==> config.mk <==
export PLATFORM = sky130hd
export DESIGN_NAME = dac_cfg_serializer
export DESIGN_NICKNAME = d
export VERILOG_FILES = /design/src/rtl/dac_cfg_pkg.sv /design/src/rtl/dac_cfg_serializer_piso_frame.sv /design/src/rtl/dac_cfg_serializer.sv
export SDC_FILE = /design/constraint.sdc
export NUM_CORES = 1
export LEC_CHECK = 0
export ABC_CLOCK_PERIOD_IN_PS = 4700
export BUFFER_PORTS_ARGS = -buffer_cell sky130_fd_sc_hd__buf_2
export CELL_PAD_IN_SITES_DETAIL_PLACEMENT = 0
export CELL_PAD_IN_SITES_GLOBAL_PLACEMENT = 1
export CORE_MARGIN = 1
export CORE_UTILIZATION = 46
export CTS_BUF_LIST = sky130_fd_sc_hd__clkbuf_8 sky130_fd_sc_hd__clkbuf_16
export DETAILED_ROUTE_END_ITERATION = 12
export GPL_TIMING_DRIVEN = 0
export MAX_ROUTING_LAYER = met4
export PLACE_DENSITY_LB_ADDON = 0.1
export SLEW_MARGIN = 30
export SYNTH_ARGS = -nofsm -noshare
export SYNTH_HDL_FRONTEND = slang
export SYNTH_SLANG_ARGS = --single-unit
==> constraint.sdc <==
create_clock -name clk -period 4.7 [get_ports clk]
set_input_delay 0.705 -clock clk [delete_from_list [all_inputs] [get_ports clk]]
set_output_delay 0.705 -clock clk [all_outputs]
set_load 0.01 [all_outputs]
==> src/rtl/dac_cfg_pkg.sv <==
// Shared types and default widths for the DAC configuration serializer.
package dac_cfg_pkg;

    typedef enum logic [1:0] {
        IDLE  = 2'd0,
        SHIFT = 2'd1,
        DONE  = 2'd2
    } state_t;

    localparam int VREF_W_DEF = 4;
    localparam int DATA_W_DEF = 8;

endpackage

==> src/rtl/dac_cfg_serializer_piso_frame.sv <==
// One serial channel: loads {word, marker} and shifts it out marker first, zero-filling behind.
module piso_frame #(
    parameter int W = 8
) (
    input  logic         clk,
    input  logic         rst_n,
    input  logic         load,
    input  logic         shift_en,
    input  logic [W-1:0] word,
    output logic         sd
);

    logic [W:0] sr;

    always_ff @(posedge clk or negedge rst_n) begin
        if (!rst_n) begin
            sr <= '0;
        end else if (load) begin
            sr <= {word, 1'b1};
        end else if (shift_en) begin
            sr <= {1'b0, sr[W:1]};
        end
    end

    // The line is the register LSB itself, so it is 0 whenever the register has drained.
    assign sd = sr[0];

endmodule

==> src/rtl/dac_cfg_serializer.sv <==
// Serializes a reference word and a data word onto two marker-framed lines.
//
// state | meaning
// IDLE  | lines 0, waiting for start with a non-zero channel enable
// SHIFT | frames on the wire, busy high, bit_cnt = current bit (1-based)
// DONE  | one-cycle done pulse, lines 0, start ignored
module dac_cfg_serializer
    import dac_cfg_pkg::*;
#(
    parameter int VREF_W = VREF_W_DEF,
    parameter int DATA_W = DATA_W_DEF
) (
    input  logic              clk,
    input  logic              rst_n,
    input  logic              start,
    input  logic [1:0]        ch_en,
    input  logic [VREF_W-1:0] vref_in,
    input  logic [DATA_W-1:0] data_in,
    output logic              sd_vref,
    output logic              sd_data,
    output logic              busy,
    output logic              done
);

    localparam logic [3:0] VREF_LEN = 4'(VREF_W + 1);
    localparam logic [3:0] DATA_LEN = 4'(DATA_W + 1);
    localparam logic [3:0] BOTH_LEN = (VREF_LEN > DATA_LEN) ? VREF_LEN : DATA_LEN;

    state_t     state;
    logic [3:0] bit_cnt;
    logic [3:0] frame_len;
    logic       accept;
    logic       shift_en;

    assign accept   = (state == IDLE) && start && (ch_en != 2'b00);
    assign shift_en = (state == SHIFT);

    always_ff @(posedge clk or negedge rst_n) begin
        if (!rst_n) begin
            state     <= IDLE;
            bit_cnt   <= '0;
            frame_len <= '0;
            busy      <= 1'b0;
            done      <= 1'b0;
        end else begin
            case (state)
                IDLE: begin
                    if (accept) begin
                        state   <= SHIFT;
                        busy    <= 1'b1;
                        bit_cnt <= 4'd1;
                        case (ch_en)
                            2'b01:   frame_len <= VREF_LEN;
                            2'b10:   frame_len <= DATA_LEN;
                            default: frame_len <= BOTH_LEN;
                        endcase
                    end
                end
                SHIFT: begin
                    // Counter holds at the frame end value rather than wrapping.
                    if (bit_cnt == frame_len) begin
                        state <= DONE;
                        busy  <= 1'b0;
                        done  <= 1'b1;
                    end else begin
                        bit_cnt <= bit_cnt + 4'd1;
                    end
                end
                DONE: begin
                    state   <= IDLE;
                    done    <= 1'b0;
                    bit_cnt <= '0;
                end
                default: begin
                    state <= IDLE;
                    busy  <= 1'b0;
                    done  <= 1'b0;
                end
            endcase
        end
    end

    piso_frame #(.W(VREF_W)) u_vref (
        .clk      (clk),
        .rst_n    (rst_n),
        .load     (accept && ch_en[0]),
        .shift_en (shift_en),
        .word     (vref_in),
        .sd       (sd_vref)
    );

    piso_frame #(.W(DATA_W)) u_data (
        .clk      (clk),
        .rst_n    (rst_n),
        .load     (accept && ch_en[1]),
        .shift_en (shift_en),
        .word     (data_in),
        .sd       (sd_data)
    );

endmodule
* Word-level counts from Yosys, hierarchy flattened
Index checks and enable logic that the tools add are counted.
Operators by class: add/subtract/negate cells 1, equal/unequal tests 7, mux-type cells 16, bitwise operators 2, reductions and logical operators 14
Operators by type and width (count):
- $mux W9 | 2
- $mux W4 | 3
- $pmux W4 S3 | 1
- $mux W5 | 2
- $reduce_and A2 Y1 | 3
- $reduce_and A3 Y1 | 2
- $reduce_bool A2 Y1 | 3
- $add A4 B1 Y4 const B | 1
- $eq A2 B1 Y1 const B | 2
- $eq A4 B4 Y1 | 1
- $logic_and A1 B1 Y1 | 4
- $mux W2 | 2
- $ne A2 B2 Y1 const B | 2
- $pmux W2 S2 | 1
- $mux W1 | 3
- $pmux W1 S3 | 1
- $reduce_bool A3 Y1 | 1
- $eq A2 B2 Y1 const B | 1
- $logic_not A2 Y1 | 1
- $ne A2 B1 Y1 const B | 1
- $not A1 Y1 | 2
- $pmux W1 S2 | 1
Storage, ports and cells: register bits after elaboration 26, output and inout port bits 4

* Logic depth before layout (Yosys ltp)
Gate-level depths: netlist of run 1.
word-level depth 5, gate-level depth with buffers 7, mapped depth without buffers 5

* By module
From an unflattened synthesis of run 1, not the netlist that was laid out.
Unflattened totals: cell total of the unflattened synthesis 119, area, all modules 1295.0 um^2
Modules (own cells, without submodules):
- dac_cfg_serializer | instances 1, cells each 61, area an instance 660.6 um^2, seq. area each 275.3 um^2
- piso_frame at u_data | instances 1, cells each 37, area an instance 407.9 um^2, seq. area each 225.2 um^2
- piso_frame at u_vref | instances 1, cells each 21, area an instance 226.5 um^2, seq. area each 125.1 um^2

* Worst setup path before layout of run 1
OpenSTA, ideal clock, no wires.
path type input port to flip-flop, start input port ch_en[0], end register bit_cnt[0], arrival time 1.648 ns, data required time 4.575 ns, setup slack 2.927 ns, stages 4, buffers on the path 0, cell sequence o21ai_0 and2_0 a211o_4 mux2_4
Between the ends: longest elaborated chain between the ends 4
Ends and longest elaborated chain:
- from (decl) | RTL line dac_cfg_serializer.sv:16 | input logic [1:0] ch_en,
- $reduce_bool A2 Y1 | RTL line dac_cfg_serializer.sv:35 | assign accept = (state == IDLE) && start && (ch_en != 2'b00);
- $logic_and A1 B1 Y1 | RTL line dac_cfg_serializer.sv:35
- $ne A2 B2 Y1 (no source line)
- $reduce_and A3 Y1 (no source line)
- to (signal assigned) | RTL line dac_cfg_serializer.sv:66 | bit_cnt <= bit_cnt + 4'd1;
- to (decl) | RTL line dac_cfg_serializer.sv:30 | logic [3:0] bit_cnt;
Every way passes these cells. A chain may end at the register's enable or synchronous reset.

* Final worst setup path of run 1
start register state[0], end register u_data.sr[1]
Between the ends: longest elaborated chain between the ends 5
Ends and longest elaborated chain:
- from (decl) | RTL line dac_cfg_serializer.sv:29 | state_t state;
- from (signal assigned) | RTL line dac_cfg_serializer.sv:40 | state <= IDLE;
- from (signal assigned) | RTL line dac_cfg_serializer.sv:49 | state <= SHIFT;
- from (signal assigned) | RTL line dac_cfg_serializer.sv:62 | state <= DONE;
- $logic_not A2 Y1 | RTL line dac_cfg_serializer.sv:35
- $logic_and A1 B1 Y1 (2 in series) | RTL line dac_cfg_serializer.sv:35
- $logic_and A1 B1 Y1 | RTL line dac_cfg_serializer.sv:95 | .load (accept && ch_en[1]),
- $mux W9 / $reduce_bool A2 Y1 (equally long branches)
- to (signal assigned) | RTL line dac_cfg_serializer_piso_frame.sv:19 | sr <= {word, 1'b1};
- to (signal assigned) | RTL line dac_cfg_serializer_piso_frame.sv:21 | sr <= {1'b0, sr[W:1]};
- to (decl) | RTL line dac_cfg_serializer_piso_frame.sv:13 | logic [W:0] sr;
Several ways; a longest one is shown, not always the timed one.

==> impl_metrics.env, run 1 <==
export IMPL_rsz0062_at_grt="false"
export IMPL_worst_slew_margin_rel=0.631
export IMPL_core_area_um2=2570
export IMPL_start_util=0.500
export IMPL_overflow=0
export IMPL_io_buffers=20
export IMPL_worstReg2RegStart="state[0]"
export IMPL_die_x_um=54.8
export IMPL_numPlacedInstances=168
export IMPL_fin_cells=172
export IMPL_final_setup_tns_ns=0
export IMPL_rows=18
export IMPL_critical_path_arrival_ns=2.13
export IMPL_fin_crit_ns=1.94
export IMPL_leakage_nw=0.717
export IMPL_pin_count=21
export IMPL_finalClockSkew_ns=0.00144
export IMPL_cts_tree="built"
export IMPL_synth_top_area_share=0.487
export IMPL_layout_nets=166
export IMPL_cts_setup_buffers=0
export IMPL_htree_num_levels=1
export IMPL_n_fill_cell=241
export IMPL_gp_congestion=0.759
export IMPL_drt_total_wl_um=2350
export IMPL_dpl_hpwl_um=1700
export IMPL_max_cap_violations=0
export IMPL_cts_max_path_buffers=2
export IMPL_yosys_area_top_type="dfrtp_1"
export IMPL_grt_use_total=0.204
export IMPL_end_kind="flop"
export IMPL_seq_area_frac_synth=0.487
export IMPL_hold_viol=0
export IMPL_slew_violations=0
export IMPL_drc=0
export IMPL_dieArea_um2=3010
export IMPL_cp_max_fo=10
export IMPL_status="complete, no violations"
export IMPL_clkTransAtPathRegs_ns=0.09
export IMPL_wire_per_inst_um=13.7
export IMPL_crit_start="state[0]"
export IMPL_worst_pin_slew_ns=0.554
export IMPL_synth_ff_latch_count=25
export IMPL_synthCells=118
export IMPL_die_h_um=54.8
export IMPL_area_delta_synth_final_pct=14.3
export IMPL_drtIter0Drc=13
export IMPL_grt_max_degree=26
export IMPL_p_per_area_nw_per_um2=644
export IMPL_min_period_over_period=0.413
export IMPL_syn_nets=141
export IMPL_synth_area_um2=1280
export IMPL_ir_drop_mv=0.380
export IMPL_grt_pass1_wl_um=4080
export IMPL_antenna_found_initial=0
export IMPL_synth_ff_type="dfrtp_1"
export IMPL_avgViaCountPerCell=5.46
export IMPL_start_kind="flop"
export IMPL_finalSetupViolCount=0
export IMPL_grt_pass1_vias=913
export IMPL_ys_types=32
export IMPL_synth_area_leaders="dfrtp_1 49%, mux2i_1 8.6%, ha_1 5.8%"
export IMPL_min_path_type="in -> async"
export IMPL_fmax_ghz=0.516
export IMPL_synth_edff_count=0
export IMPL_clock_sinks=25
export IMPL_dr_pass1_iters=4
export IMPL_hold_buffers=0
export IMPL_synthArstFlopShare=1.00
export IMPL_drive_gt1_frac=0.218
export IMPL_clock_latency_ns=0.27
export IMPL_num_vias=939
export IMPL_yosysWarnings=0
export IMPL_path_class="reg -> reg"
export IMPL_synth_avg_cell_area_um2=10.9
export IMPL_cts_resized=0
export IMPL_cts_buffers=3
export IMPL_root_buffer="clkbuf_8"
export IMPL_required_ns=4.89
export IMPL_diodes=0
export IMPL_antenna_left=0
[per-layer routing]
metal / vias up / wire (µm) / GRT usage
met3: 5 / 68 / 0.0417
met1: 450 / 1100 / 0.250
met2: 17 / 1140 / 0.327
met4: 0 / 31 / 0.0769
li1: 467 / - / -
met5: - / 0 / -
[stage by stage]
stage / power [mW] / utilization / setup slack [ns] / hold WS [ns] / instance area, µm²
after CTS: 0.956 / 0.572 / 2.70 / 0.440 / 1470
after floorplan: 0.712 / - / 2.93 / 0.409 / 1280
after detailed placement: 0.825 / 0.554 / 2.71 / 0.483 / 1420
after global routing: 1.03 / 0.572 / 2.50 / 0.459 / 1470
final: 0.945 / 0.572 / 2.76 / 0.413 / 1470
after global placement: 0.810 / 0.554 / 2.72 / 0.477 / 1420
[cell usage in the layout, fill, tap and decap left out, drive strengths merged]
| cell | synthesis | layout |
|---|---|---|
| buf | 2 | 22 |
| and3 | 3 | 3 |
| or4b | 1 | 1 |
| o21bai | 1 | 1 |
| nand2 | 13 | 13 |
| a2bb2oi | 1 | 1 |
| and4b | 2 | 2 |
| dfrtp | 25 | 25 |
| o21a | 1 | 1 |
| nor2b | 2 | 2 |
| nand3 | 2 | 2 |
| mux2 | 3 | 3 |
| clkinv | 0 | 1 |
| a21oi | 1 | 1 |
| a211oi | 1 | 1 |
| o21ai | 15 | 15 |
| o211ai | 1 | 1 |
| a21o | 1 | 1 |
| a211o | 4 | 4 |
| nor2 | 4 | 4 |
| nand4b | 2 | 2 |
| mux2i | 11 | 11 |
| xnor2 | 3 | 3 |
| o22a | 1 | 1 |
| a2111oi | 1 | 1 |
| ha | 6 | 6 |
| inv | 3 | 3 |
| and2 | 1 | 1 |
| clkbuf | 4 | 7 |
| nand2b | 3 | 3 |
[final cells by class]
cell class	count	area [µm²]	area share
clock buffers	3	41.3	0.0281
plain buffers	6	25.0	0.0171
inverters	3	11.3	0.00767
multi-input cells	84	622	0.424
flip-flops and latches	25	626	0.426
well taps	30	37.5	0.0256
repair buffers	20	100	0.0682
clock inverters	1	5.00	0.00341
[worst paths after layout]
kind | end | slack, ns | cells after the start
worst max-delay path | u_data.sr[1] | 2.76 | 7
worst min-delay path | done | 0.41 | 1
worst max register to register | u_data.sr[1] | 2.76 | 7
worst min register to register | done | 0.50 | 1
max in group asynchronous | bit_cnt[1] | 3.92 | 1
min in group clk | done | 0.50 | 1
[Yosys cell counts (all sizes together), types with 2 or more instances]
cell type / count
dfrtp: 25
o21ai: 15
nand2: 13
mux2i: 11
ha: 6
a211o: 4
clkbuf: 4
nor2: 4
and3: 3
inv: 3
mux2: 3
nand2b: 3
xnor2: 3
and4b: 2
buf: 2
nand3: 2
nand4b: 2
nor2b: 2
[critical path, stage by stage (launching register included)]
cell	delay, ns
dfrtp_1	0.42
inv_1	0.12
ha_1	0.29
and3_1	0.18
clkbuf_1	0.30
clkbuf_1	0.37
nand2_1	0.09
o21ai_0	0.08
[power by group]
| part | switching [mW] | leakage, nW | internal, mW |
|---|---|---|---|
| clock | 0.0678 | 0.0255 | 0.0593 |
| combinational | 0.234 | 0.378 | 0.222 |
| sequential | 0.0564 | 0.314 | 0.305 |
| total | 0.358 | 0.717 | 0.587 |
[sequential cells by signal, summed over array words and instances, names as in the netlist]
| signal | count |
|---|---|
| bit_cnt | 4 |
| busy | 1 |
| done | 1 |
| frame_len | 3 |
| state | 2 |
| u_data.sr | 9 |
| u_vref.sr | 5 |
[kinds of logic after synthesis]
family / Yosys count / share of synthesized area
mux: 14 / 0.118
compound gates: 28 / 0.146
fa+ha+maj: 6 / 0.0585
buf+inv: 9 / 0.0283
xor+xnor: 3 / 0.0205
flops: 25 / 0.487
simple gates: 33 / 0.141
Power figures use the tool's default switching activity.
==> inputs of run 2 (changes only) <==
--- a/config.mk
+++ b/config.mk
@@ -5,12 +5,12 @@
 export SDC_FILE = /design/constraint.sdc
 export NUM_CORES = 1
 export LEC_CHECK = 0
-export ABC_CLOCK_PERIOD_IN_PS = 4700
+export ABC_CLOCK_PERIOD_IN_PS = 1930
 export BUFFER_PORTS_ARGS = -buffer_cell sky130_fd_sc_hd__buf_2
 export CELL_PAD_IN_SITES_DETAIL_PLACEMENT = 0
 export CELL_PAD_IN_SITES_GLOBAL_PLACEMENT = 1
 export CORE_MARGIN = 1
-export CORE_UTILIZATION = 46
+export CORE_UTILIZATION = 43
 export CTS_BUF_LIST = sky130_fd_sc_hd__clkbuf_8 sky130_fd_sc_hd__clkbuf_16
 export DETAILED_ROUTE_END_ITERATION = 12
 export GPL_TIMING_DRIVEN = 0
==> constraint.sdc (replaced) <==
create_clock -name clk -period 1.93 [get_ports clk]
set_input_delay 0.2895 -clock clk [delete_from_list [all_inputs] [get_ports clk]]
set_output_delay 0.2895 -clock clk [all_outputs]
set_load 0.01 [all_outputs]
==> run 2 against run 1 <==
Against the previous run:
- the run now ends with negative hold slack left
- clock power increased by 150%
- largest power group unchanged
- routed wire length increased by 4.3%
- global-route usage decreased by 2.2 points
- worst hold slack got worse by 0.41 ns
- via count increased by 0.43%
- sequential share of layout area unchanged
- highest routed layer unchanged
- non-clock buffer count decreased by 2
- cell count decreased by 0.58%
- register-to-register slack got worse by 2.7 ns
==> impl_metrics.env, run 2 (synthesized netlist as in run 1, its figures left out) <==
export IMPL_critical_path_arrival_ns=1.98
export IMPL_timing_hold_ws_ns=-0.000114
export IMPL_grt_max_degree=26
export IMPL_cts_max_path_buffers=2
export IMPL_drc=0
export IMPL_io_buffers=20
export IMPL_hold_viol=1
export IMPL_clkTransAtPathRegs_ns=0.09
export IMPL_finalInstanceArea_um2=1470
export IMPL_wire_per_inst_um=14.3
export IMPL_final_common_cell="dfrtp_1"
export IMPL_min_period_over_period=0.943
export IMPL_crit_chain="inv_1 -> ha_1 -> and2_1 -> a211o_4 -> mux2_4"
export IMPL_final_util=0.528
export IMPL_drtIter0Drc=27
export IMPL_cts_setup_buffers=0
export IMPL_max_cap_violations=0
export IMPL_regMostFlops="u_data.sr"
export IMPL_start_kind="flop"
export IMPL_placed_cell_area_um2=1420
export IMPL_grt_use_total=0.181
export IMPL_fin_crit_ns=1.82
export IMPL_slowest_stage="dfrtp_1"
export IMPL_violations="negative hold slack"
export IMPL_grt_pass1_vias=968
export IMPL_dieArea_um2=3210
export IMPL_ir_drop_mv=0.837
export IMPL_cts_buffers=3
export IMPL_crit_start="state[0]"
export IMPL_rows=19
export IMPL_diodes=0
export IMPL_antenna_left=0
export IMPL_critPathBufInv=1
export IMPL_rsz0062_at_grt="false"
export IMPL_clock_latency_ns=0.27
export IMPL_finalSetupViolCount=0
export IMPL_leakage_nw=0.717
export IMPL_largest_reg_flops=9
export IMPL_dpl_hpwl_um=1690
export IMPL_root_buffer="clkbuf_8"
export IMPL_cts_tree="built"
export IMPL_clock_sinks=25
export IMPL_gp_congestion=0.717
export IMPL_required_ns=2.09
export IMPL_avgViaCountPerCell=5.51
export IMPL_core_area_um2=2780
export IMPL_slowest_delay_ns=0.41
export IMPL_area_delta_synth_final_pct=14.3
export IMPL_die_x_um=56.6
export IMPL_finalClockSkew_ns=0.00456
export IMPL_worst_slew_margin_rel=0.621
export IMPL_regToRegEndpoint="bit_cnt[1]"
export IMPL_drt_total_wl_um=2450
export IMPL_cp_num_cells=5
export IMPL_fmax_ghz=0.550
export IMPL_rr_worst_depth=5
export IMPL_dr_pass1_iters=4
export IMPL_mostFrequentLayoutCells="25 x dfrtp_1, 22 x buf_2, 15 x o21ai_0"
export IMPL_overflow=0
export IMPL_worstReg2RegStart="state[0]"
export IMPL_n_fill_cell=265
export IMPL_end_kind="flop"
export IMPL_status="finished, violations left"
export IMPL_pin_count=21
export IMPL_cp_top_family="flip-flops"
export IMPL_slew_violations=0
export IMPL_grt_pass1_wl_um=4390
export IMPL_p_per_area_nw_per_um2=1580
export IMPL_htree_num_levels=1
export IMPL_die_h_um=56.6
export IMPL_path_class="reg -> reg"
export IMPL_layout_nets=164
export IMPL_r2r_slack_ns=0.11
export IMPL_worst_pin_slew_ns=0.569
export IMPL_num_vias=943
export IMPL_antenna_found_initial=0
export IMPL_top_regs="u_data.sr x9, u_vref.sr x5, bit_cnt x4"
export IMPL_drive_gt1_frac=0.243
export IMPL_min_path_type="in -> async"
export IMPL_cp_max_fo=7
export IMPL_start_util=0.462
==> run 2: cell types whose count changed in the layout (fill, tap and decap cells not counted) <==
cell	before	now
and3_2	0	1
a2111oi_0	1	0
ha_1	6	5
and3_1	3	2
a2111oi_1	0	1
and2_1	0	1
clkbuf_1	4	1
ha_2	0	1
clkbuf_2	0	1
and2_0	1	0
==> run 2: worst register-to-register path: stages (launching register included) <==
cell and delay (ns):
dfrtp_1 0.41, inv_1 0.10, ha_1 0.29, and2_1 0.24
a211o_4 0.36, mux2_4 0.31
==> run 2: through the flow <==
| stage | instances | worst slack [ns] | TNS (ns) | power (mW) |
|---|---|---|---|---|
| global placement | 169 | -0.0144 | -0.0585 | 1.98 |
| floorplan | 118 | 0.268 | 0 | 1.73 |
| finish | 171 | 0.111 | 0 | 2.33 |
| detailed placement | 169 | -0.0643 | -0.571 | 2.03 |
| global route | 171 | 0.00669 | 0 | 2.52 |
| CTS | 172 | 0.0228 | 0 | 2.35 |
==> run 2: routing by layer <==
metal  vias to the layer above  routed length, µm  GRT usage
li1                        461                  -          -
met1                       454               1150      0.230
met2                        24               1170      0.276
met3                         4                 88     0.0300
met4                         0                 36      0.101
met5                         -                  0          -
==> run 2: cell type report <==
| class | instances | area, µm² | area share |
|---|---|---|---|
| plain buffers | 4 | 18.8 | 0.0128 |
| clock buffers | 3 | 41.3 | 0.0281 |
| clock inverters | 1 | 5.00 | 0.00341 |
| inverters | 3 | 11.3 | 0.00767 |
| multi-input cells | 84 | 627 | 0.427 |
| flip-flops and latches | 25 | 626 | 0.426 |
| well taps | 31 | 38.8 | 0.0264 |
| repair buffers | 20 | 100 | 0.0682 |
==> run 2: worst max-delay path by stage <==
stage	to
3_5_place_dp	u_data.sr[6]
2_1_floorplan	bit_cnt[0]
6_report	bit_cnt[1]
4_1_cts	u_data.sr[4]
3_3_place_gp	u_data.sr[8]
5_1_grt	bit_cnt[1]
==> run 2: what timing repair did <==
item,4_1_cts,5_1_grt
resized for setup,1,4
hold buffers,0,0
setup endpoints to repair,11,13
==> run 2: report_power, final <==
part	total (mW)	switching [mW]	internal, mW
Clock	0.312	0.168	0.145
Combinational	1.14	0.583	0.552
Sequential	0.878	0.135	0.743
Total	2.33	0.886	1.44
